--- config.mk ---
export PLATFORM = sky130hd
export DESIGN_NAME = ac_in
export DESIGN_NICKNAME = d
export VERILOG_FILES = /design/src/rtl/ac_in.sv
export SDC_FILE = /design/constraint.sdc
export NUM_CORES = 1
export LEC_CHECK = 0
export ABC_AREA = 0
export BUFFER_PORTS_ARGS = -buffer_cell sky130_fd_sc_hd__buf_2
export CAP_MARGIN = 20
export CORE_AREA = 10 10 47 49
export CTS_CLUSTER_DIAMETER = 60
export DETAILED_ROUTE_END_ITERATION = 12
export DIE_AREA = 0 0 57 59
export PLACE_DENSITY_LB_ADDON = 0.2
export SYNTH_ARGS = -nofsm -noshare
export SYNTH_HDL_FRONTEND = slang
export SYNTH_SLANG_ARGS = --single-unit
--- constraint.sdc ---
create_clock -name clk -period 1.2 [get_ports clk]
set_input_delay 0.24 -clock clk [delete_from_list [all_inputs] [get_ports clk]]
set_output_delay 0.24 -clock clk [all_outputs]
set_load 0.02 [all_outputs]
--- src/rtl/ac_in.sv ---
// Accumulator input register: captures newData when accept is high and
// reports whether anything was ever loaded, whether it was reloaded, and whether the value moved.
module ac_in #(
   parameter int WIDTH = 8
) (
   input  logic             clk,
   input  logic             rst_n,
   input  logic [WIDTH-1:0] newData,
   input  logic             accept,
   output logic [WIDTH-1:0] data,
   output logic             valid,
   output logic             updated,
   output logic             changed
);

   logic [WIDTH-1:0] data_q, data_d;
   logic             valid_q, valid_d;
   logic             updated_q, updated_d;
   logic             changed_q, changed_d;

   // newData is only looked at under accept, so an unknown value on it cannot leak out while idle.
   always_comb begin
      data_d    = data_q;
      valid_d   = valid_q;
      updated_d = 1'b0;
      changed_d = 1'b0;
      if (accept) begin
         data_d    = newData;
         valid_d   = 1'b1;
         updated_d = 1'b1;
         changed_d = (newData != data_q);
      end
   end

   always_ff @(posedge clk) begin
      if (!rst_n) begin
         data_q    <= '0;
         valid_q   <= 1'b0;
         updated_q <= 1'b0;
         changed_q <= 1'b0;
      end else begin
         data_q    <= data_d;
         valid_q   <= valid_d;
         updated_q <= updated_d;
         changed_q <= changed_d;
      end
   end

   assign data    = data_q;
   assign valid   = valid_q;
   assign updated = updated_q;
   assign changed = changed_q;

endmodule

Word-level counts from Yosys, hierarchy flattened
Cells that the tools add are included.
{ "op_classes": {"n_eq_ne": 1, "mux": 1, "reduce_logical": 1} }
{ "ops": {"columns": ["operator", "count"], "rows": [
  ["$ne 8x8->1", 1],
  ["$reduce_and 2->1", 1],
  ["$mux 1", 1]
]} }
{ "word_totals": {"reg_bits": 11, "wordCells": 7} }

Depth between registers and ports, before layout
Gate-level depths: netlist of run 1.
{ "logic_depth": {"ltp_word": 1, "ltp_mapped": 3, "mapped_depth_nobuf": 3} }

Worst setup path before layout of run 1
Ideal clock, no wire load.
{ "synth_timing": {"kind": "register to register", "start": "register data_q[2] (netlist: data[2])", "end": "register changed_q (netlist: changed)", "setup_time_ns": 0.125, "t_arrival_ns": 0.890, "path_slack_ns": 0.184, "stages_incl_launch_ff": 4, "n_path_buf": 0, "cell_sequence": "dfxtp_1 > xor2_1 > nor4_2 > a21boi_1"} }
{ "synth_between": {"elab_chain_cells": 1} }
{ "synth_rtl": {"columns": ["item", "line_no", "source"], "rows": [
  ["start: declaration", "16", "logic [WIDTH-1:0] data_q, data_d;"],
  ["start signal: assignment", "42", "data_q <= data_d;"],
  ["$ne 8x8->1", "31", "changed_d = (newData != data_q);"],
  ["end signal: assignment", "45", "changed_q <= changed_d;"],
  ["end: declaration", "19", "logic changed_q, changed_d;"]
]} }
No other way between the ends.
A chain may end at the register's enable or synchronous reset.

Worst setup path after layout of run 1
{ "layout_timing": {"start": "register data_q[5] (netlist: data[5])", "end": "output port data[5]"} }
{ "layout_lines": {"columns": ["item", "line_no", "source"], "rows": [
  ["end: declaration", "10", "output logic [WIDTH-1:0] data,"]
]} }
No word-level cell between the ends.

==> metrics.md, run 1 <==
| Metric | Value |
|---|---|
| Die area | around 3400 µm² |
| Initial DRC count | 1 |
| Crit path required time | 0.96 ns |
| P per Cell Area | 1290 nW/µm² |
| Cell Int Power | 0.578 mW |
| CP startpoint kind | register |
| Tightest Pin Transition | 0.273 ns |
| Dominant cell by count in the synthesized netlist | dfxtp_1 |
| CP Capture Type | output pin |
| Worst-path clk slew | 0.07 ns |
| First-pass GRT wire length | 1.73 mm |
| Max Root-Sink Buffers | 2 |
| Most frequent cells after synthesis | dfxtp_1, mux2i_1, nor2b_1, xor2_1, nor4_2 |
| Final Wtd Congestion | 0.670 |
| Initial Utilization | 34.1% |
| CTS Buf Count | 3 |
| Post-route DRC | 0 |
| Lkg Pwr | 0.317 nW |
| Crit path max-delay family | flip-flops |
| Vias/cell | 4.33 |
| Async SR Flop Fraction | 0% |
| Crit Path Class | register to output pin |
| Synthesis Warnings | 0 |
| Max FO, Critical Path | 3 |
| Overall Global Routing Usage | roughly 6.4% |
| Clk_lat worst skew | 0.27 ns |
| IO buf count | 21 |
| Vias in the first global route | just under 400 |
| WL/cell | 13.0 µm |
| Post-Synth Adder-Cell Area | 0% |
| DP Wirelength | 818 µm |
| Max Freq | 0.936 GHz |
| Die width | approximately 57 µm |
| Xor and xnor fraction of the mapped netlist area | between 10% and 20% |
| RSZ-0062 raised after global routing | false |
| Placed Area | 592 µm² |
| Max transition margin | 81.8% |
| Post-synthesis simple-gate area fraction | 17.0% |
| Clk root buf | clkbuf_4 |
| # fillers | 147 |
| Clk sinks | 11 |
| Drt pass-1 iters | 2 |
| Seq cells post-synth | 11 |
| Number of core rows | 14 |
| Post-synthesis sequential area ratio | 46.1% |
| Footprint of the multi-input gates | 246 µm² |
| Syn nets | 52 |
| Layout area overhead | 29.3% |
| Post-synth EDFFs | 0 |
| Switching Share | 27.7% |
| Post-synthesis mux area share | 16.8% |
| Setup Fix Bufs, Post-CTS | 0 |
| Clock power share | 32.0% |
| Routed WL | 1.05 mm |
| Largest net degree at the start of global routing | 11 |
| Total chip power | between 0.7 and 0.8 mW |
| Fin area | 618 µm² |
| Die height | between 50 and 60 µm |
| Status | finished, final reports clean |
| Post-Syn Area | 478 µm² |
| Antenna cells | 0 |
| Critical path's slowest cell | dfxtp_1 |
| Hold crit path type | primary input to register |
| Share of the synthesized area in the top cell type | 46.1% |
| Largest family of logic cells by synthesized area | simple AND/OR/NAND/NOR gates |
| Cts hold-fix bufs | 0 |
| CP peak stage delay | between 0.3 and 0.4 ns |
| GR Overflow Total | 0 |
| Worst VDD drop | 583 µV |
| Mapped Cells | 41 |
| Max Cap Viol | 0 |
| Fin nets | 77 |
| CP Data Arrival Time | 0.83 ns |
| Area of the core | approximately 1400 µm² |
| Combinational power share | 17.8% |
| Via count | 351 |
| CP cell instances | buf_2 |
| Seq. cell area | between 200 and 250 µm² |
| TritonCTS clock tree | built |
| Top post-synthesis cells by area | dfxtp_1, mux2i_1, xor2_1 |
| Sequential share of power | 50.2% |
| Fin Setup TNS | 0 ns |
| Synth cell types | 9 |
| Final setup fails | 0 |
| Fin. Hold Viols | 0 |
| Top FF cell, synth | dfxtp_1 |
| P_sw | 0.221 mW |
| Synthesized area per cell | 11.7 µm² |
| Final min period | 1.07 ns |
| I/O pin count | 22 |
| Compound-gate portion of the synthesized area | 3.14% |
| Final Max Tran Viols | 0 |
| Post-route ant nets | 0 |
| Largest area contributor in the netlist | dfxtp_1 |
| Initial antenna violation count | 0 |
| Layout cell share with drive strength beyond 1 | 40.0% |
| CP Buf/Inv Count | 1 |
| Max H-tree Level | 1 |
| Final Skew | 0.00432 ns |
| # resized after CTS | 0 |
| Final period utilization | approximately 89% |
[power groups by stage]
stage                     Combinational [mW]  Clock (mW)  Sequential (mW)
after floorplan                       0.0650           0            0.437
after global placement                 0.144           0            0.411
after detailed placement               0.145           0            0.411
after CTS                              0.146       0.270            0.402
after global routing                   0.157       0.287            0.405
final                                  0.142       0.255            0.402
[through the flow]
step | instances | hold WS (ns) | util (%) | setup slack [ns]
floorplan | 41 | 0.358 | - | 0.184
CTS | 81 | 0.252 | 44.1 | 0.122
detailed placement | 77 | 0.446 | 42.2 | 0.184
global route | 81 | 0.275 | 44.1 | 0.0910
finish | 81 | 0.256 | 44.1 | 0.132
global placement | 77 | 0.444 | 42.2 | 0.205
[kinds of logic after synthesis]
kind of cell           Yosys count
AND/OR/NAND/NOR                 11
flip-flops                      11
multiplexers                     8
AO/OA/AOI/OAI                    2
XOR/XNOR                         8
buffers and inverters            1
[final cells by class]
type	count	share of cell area (%)
flip-flops and latches	11	35.6
well taps	16	3.24
multi-input cells	29	39.9
clock buffers	4	4.25
repair buffers	21	17.0
[worst reg2reg max path: cells and delay by family (launching register included)]
family           cells  cell delay [ns]
flip-flops           1             0.33
AND/OR/NAND/NOR      1             0.27
XOR/XNOR             1             0.17
AO/OA/AOI/OAI        1             0.09
[flip-flops by register name, indices dropped and copies added (netlist names)]
signal / flops
changed: 1
valid: 1
data: 8
updated: 1
[layer usage]
metal / GRT usage [%] / share of wire (%)
met5: 0 / 0
met4: 3.02 / 0
met3: 3.43 / 9.5
met2: 10.5 / 47
met1: 6.63 / 43
[path summary, 6_finish.rpt]
check | startpoint | to | slack (ns) | depth (start not counted)
max | data[5]$_SDFFE_PN0P_ | data[5] | 0.13 | 1
min | newData[4] | data[4]$_SDFFE_PN0P_ | 0.26 | 3
min reg2reg | valid$_SDFFE_PN0P_ | valid$_SDFFE_PN0P_ | 0.46 | 1
max reg2reg | data[4]$_SDFFE_PN0P_ | changed$_SDFF_PN0_ | 0.22 | 3
[cell usage in the layout, fill, tap and decap left out, drive strengths merged]
master	n
xor2	8
o21a	1
mux2i	8
clkbuf	4
nor2b	8
and2	1
nor4	2
a21boi	1
dfxtp	11
buf	21
Note: power is estimated with default switching activity, not from simulation.
==> inputs of run 2 (changes only) <==
--- a/config.mk
+++ b/config.mk
@@ -7,8 +7,9 @@
 export LEC_CHECK = 0
 export ABC_AREA = 0
 export BUFFER_PORTS_ARGS = -buffer_cell sky130_fd_sc_hd__buf_2
-export CAP_MARGIN = 20
+export CAP_MARGIN = 25
 export CORE_AREA = 10 10 47 49
+export CTS_BUF_LIST = sky130_fd_sc_hd__clkbuf_4 sky130_fd_sc_hd__clkbuf_8
 export CTS_CLUSTER_DIAMETER = 60
 export DETAILED_ROUTE_END_ITERATION = 12
 export DIE_AREA = 0 0 57 59
==> run 2 against run 1 <==
Net effect: via count rose by 0.28%; cell area rose by 0.61%; sequential cell count did not move; critical path type unchanged; largest power group unchanged; non-clock buffer count did not move; routed wire length barely moved; critical path depth did not move; worst setup slack improved by 0.0022 ns; first-iteration DRC count did not move; cell count did not move; core utilization rose by 0.27 points.
==> metrics.md, run 2 (same netlist as run 1, synthesis figures left out) <==
| Metric | Value |
|---|---|
| Max Freq | 0.938 GHz (was 0.936 GHz) |
| Cell Int Power | 0.601 mW (was 0.578 mW) |
| Max transition margin | 81.7% (was 81.8%) |
| Die area | 3360 µm² (unchanged) |
| Final Max Tran Viols | 0 (unchanged) |
| CP Buf/Inv Count | 1 (unchanged) |
| Status | finished, final reports clean (unchanged) |
| Layout area overhead | 30.1% (was 29.3%) |
| P per Cell Area | 1320 nW/µm² (was 1290 nW/µm²) |
| Hold crit path type | primary input to register (unchanged) |
| Clk_lat worst skew | 0.26 ns (was 0.27 ns) |
| GR Overflow Total | 0 (unchanged) |
| Max Root-Sink Buffers | 2 (unchanged) |
| Vias/cell | 4.35 (was 4.33) |
| Max FO, Critical Path | 3 (unchanged) |
| CP peak stage delay | 0.38 ns (about the same) |
| P_sw | 0.219 mW (was 0.221 mW) |
| CP Data Arrival Time | 0.83 ns (about the same) |
| Initial antenna violation count | 0 (unchanged) |
| WL/cell | 13.0 µm (about the same) |
| Clk root buf | clkbuf_4 (unchanged) |
| Cts hold-fix bufs | 0 (unchanged) |
| Initial Utilization | 34.1% (unchanged) |
| Initial DRC count | 1 (unchanged) |
| CP Capture Type | output pin (unchanged) |
| Switching Share | 26.7% (was 27.7%) |
| Critical path's slowest cell | dfxtp_1 (unchanged) |
| CTS Buf Count | 3 (unchanged) |
| Most frequent cells in the layout | buf_2, dfxtp_1, mux2i_1, nor2b_1, xor2_1 (unchanged) |
| Fin nets | 77 (unchanged) |
| First-pass GRT wire length | 1.75 mm (was 1.73 mm) |
| Drt pass-1 iters | 2 (unchanged) |
| Pre-CTS setup slack | 0.184 ns (unchanged) |
| Vias in the first global route | 400 (was 396) |
| Routed WL | 1.05 mm (about the same) |
| R2R Setup Slk | 0.22 ns (about the same) |
| DP Wirelength | 818 µm (unchanged) |
| Layout cell share with drive strength beyond 1 | 41.5% (was 40.0%) |
| Tightest Pin Transition | 0.274 ns (was 0.273 ns) |
| Die width | 57 µm (unchanged) |
| Combinational power share | 17.3% (was 17.8%) |
| Worst Hold Path EP | data[4]$_SDFFE_PN0P_ (unchanged) |
| Antenna cells | 0 (unchanged) |
| Setup WS post-layout | 0.134 ns (was 0.132 ns) |
| Fin. Hold Viols | 0 (unchanged) |
| I/O pin count | 22 (unchanged) |
| Max Cap Viol | 0 (unchanged) |
| Post-route ant nets | 0 (unchanged) |
| Worst VDD drop | 515 µV (was 583 µV) |
| IO buf count | 21 (unchanged) |
| Sequential share of power | 49.0% (was 50.2%) |
| Final Wtd Congestion | 0.670 (unchanged) |
| Overall Global Routing Usage | 6.47% (was 6.43%) |
| CP cell instances | buf_2 (unchanged) |
| RSZ-0062 raised after global routing | false (unchanged) |
| # resized after CTS | 0 (unchanged) |
| Reg2Reg Launch Point | data[4]$_SDFFE_PN0P_ (unchanged) |
| TritonCTS clock tree | built (unchanged) |
| Lkg Pwr | 0.320 nW (was 0.317 nW) |
| Placed Area | 592 µm² (unchanged) |
| Number of flip-flops in the largest register | 8 (unchanged) |
| Largest net degree at the start of global routing | 11 (unchanged) |
| Area of the core | 1400 µm² (unchanged) |
| Setup Fix Bufs, Post-CTS | 0 (unchanged) |
| CP startpoint kind | register (unchanged) |
| Reg2Reg Depth | 3 (unchanged) |
| Final period utilization | 88.8% (was 89.0%) |
| Fin Setup TNS | 0 ns (unchanged) |
| Worst-path clk slew | 0.07 ns (about the same) |
| Final setup fails | 0 (unchanged) |
| Commonest non-fill, non-tap cell in the layout | buf_2 (unchanged) |
| Worst hold slack | 0.257 ns (was 0.256 ns) |
| Final min period | 1.07 ns (about the same) |
| Max H-tree Level | 1 (unchanged) |
| Via count | 352 (was 351) |
| Crit Path Class | register to output pin (unchanged) |
| Clk sinks | 11 (unchanged) |
| Clock power share | 33.7% (was 32.0%) |
| Final Skew | 0.00280 ns (was 0.00432 ns) |
| Reg2reg end | changed$_SDFF_PN0_ (unchanged) |
| Post-layout util | 44.4% (was 44.1%) |
| Number of core rows | 14 (unchanged) |
| Crit path max-delay family | flip-flops (unchanged) |
| HP Start | newData[4] (unchanged) |
| Post-route DRC | 0 (unchanged) |
| Die height | 59 µm (unchanged) |
| Hold depth | 3 (unchanged) |
| Fin area | 622 µm² (was 618 µm²) |
| Crit path required time | 0.96 ns (about the same) |
==> run 2: cell types whose count changed in the layout (fill, tap and decap cells not counted) <==
| cell | change |
|---|---|
| clkbuf_1 | -1 |
| clkbuf_4 | +1 |
==> run 2: area by class of cell <==
class | count | area [µm²]
fillers | 149 | 779
repair buffers | 21 | 105
multi-input cells | 29 | 246
well taps | 16 | 20.0
clock buffers | 4 | 30.0
flip-flops and latches | 11 | 220
==> run 2: routing by layer <==
metal	GRT usage [%]	share of wire [%]
met1	6.63	42
met3	3.43	9.5
met5	0	0
met2	10.7	48
met4	3.02	0
==> run 2: worst reg2reg max path: stages (launching register included) <==
cell and delay, ns:
dfxtp_1 0.33, xor2_1 0.17, nor4_2 0.27, a21boi_1 0.09
==> run 2: power by group through the flow <==
stage / registers [mW] / clock network (mW) / logic (mW)
floorplan: 0.437 / 0 / 0.0650
global placement: 0.411 / 0 / 0.144
detailed placement: 0.411 / 0 / 0.145
CTS: 0.402 / 0.294 / 0.146
global route: 0.405 / 0.312 / 0.157
finish: 0.402 / 0.276 / 0.142
==> run 2: stage by stage <==
stage          instances  power (mW)
6_report              81       0.820
3_5_place_dp          77       0.556
4_1_cts               81       0.842
5_1_grt               81       0.875
2_1_floorplan         41       0.502
3_3_place_gp          77       0.554
==> run 2: worst max path at each step <==
| stage | startpoint | endpoint | slack [ns] | cells after the start |
|---|---|---|---|---|
| 6_report | data[5]$_SDFFE_PN0P_ | data[5] | 0.13 | 1 |
| 5_1_grt | data[5]$_SDFFE_PN0P_ | data[5] | 0.09 | 1 |
| 4_1_cts | data[5]$_SDFFE_PN0P_ | data[5] | 0.12 | 1 |
| 3_5_place_dp | newData[4] | changed$_SDFF_PN0_ | 0.18 | 4 |
| 3_3_place_gp | newData[4] | changed$_SDFF_PN0_ | 0.21 | 4 |
| 2_1_floorplan | data[2]$_SDFFE_PN0P_ | changed$_SDFF_PN0_ | 0.18 | 3 |
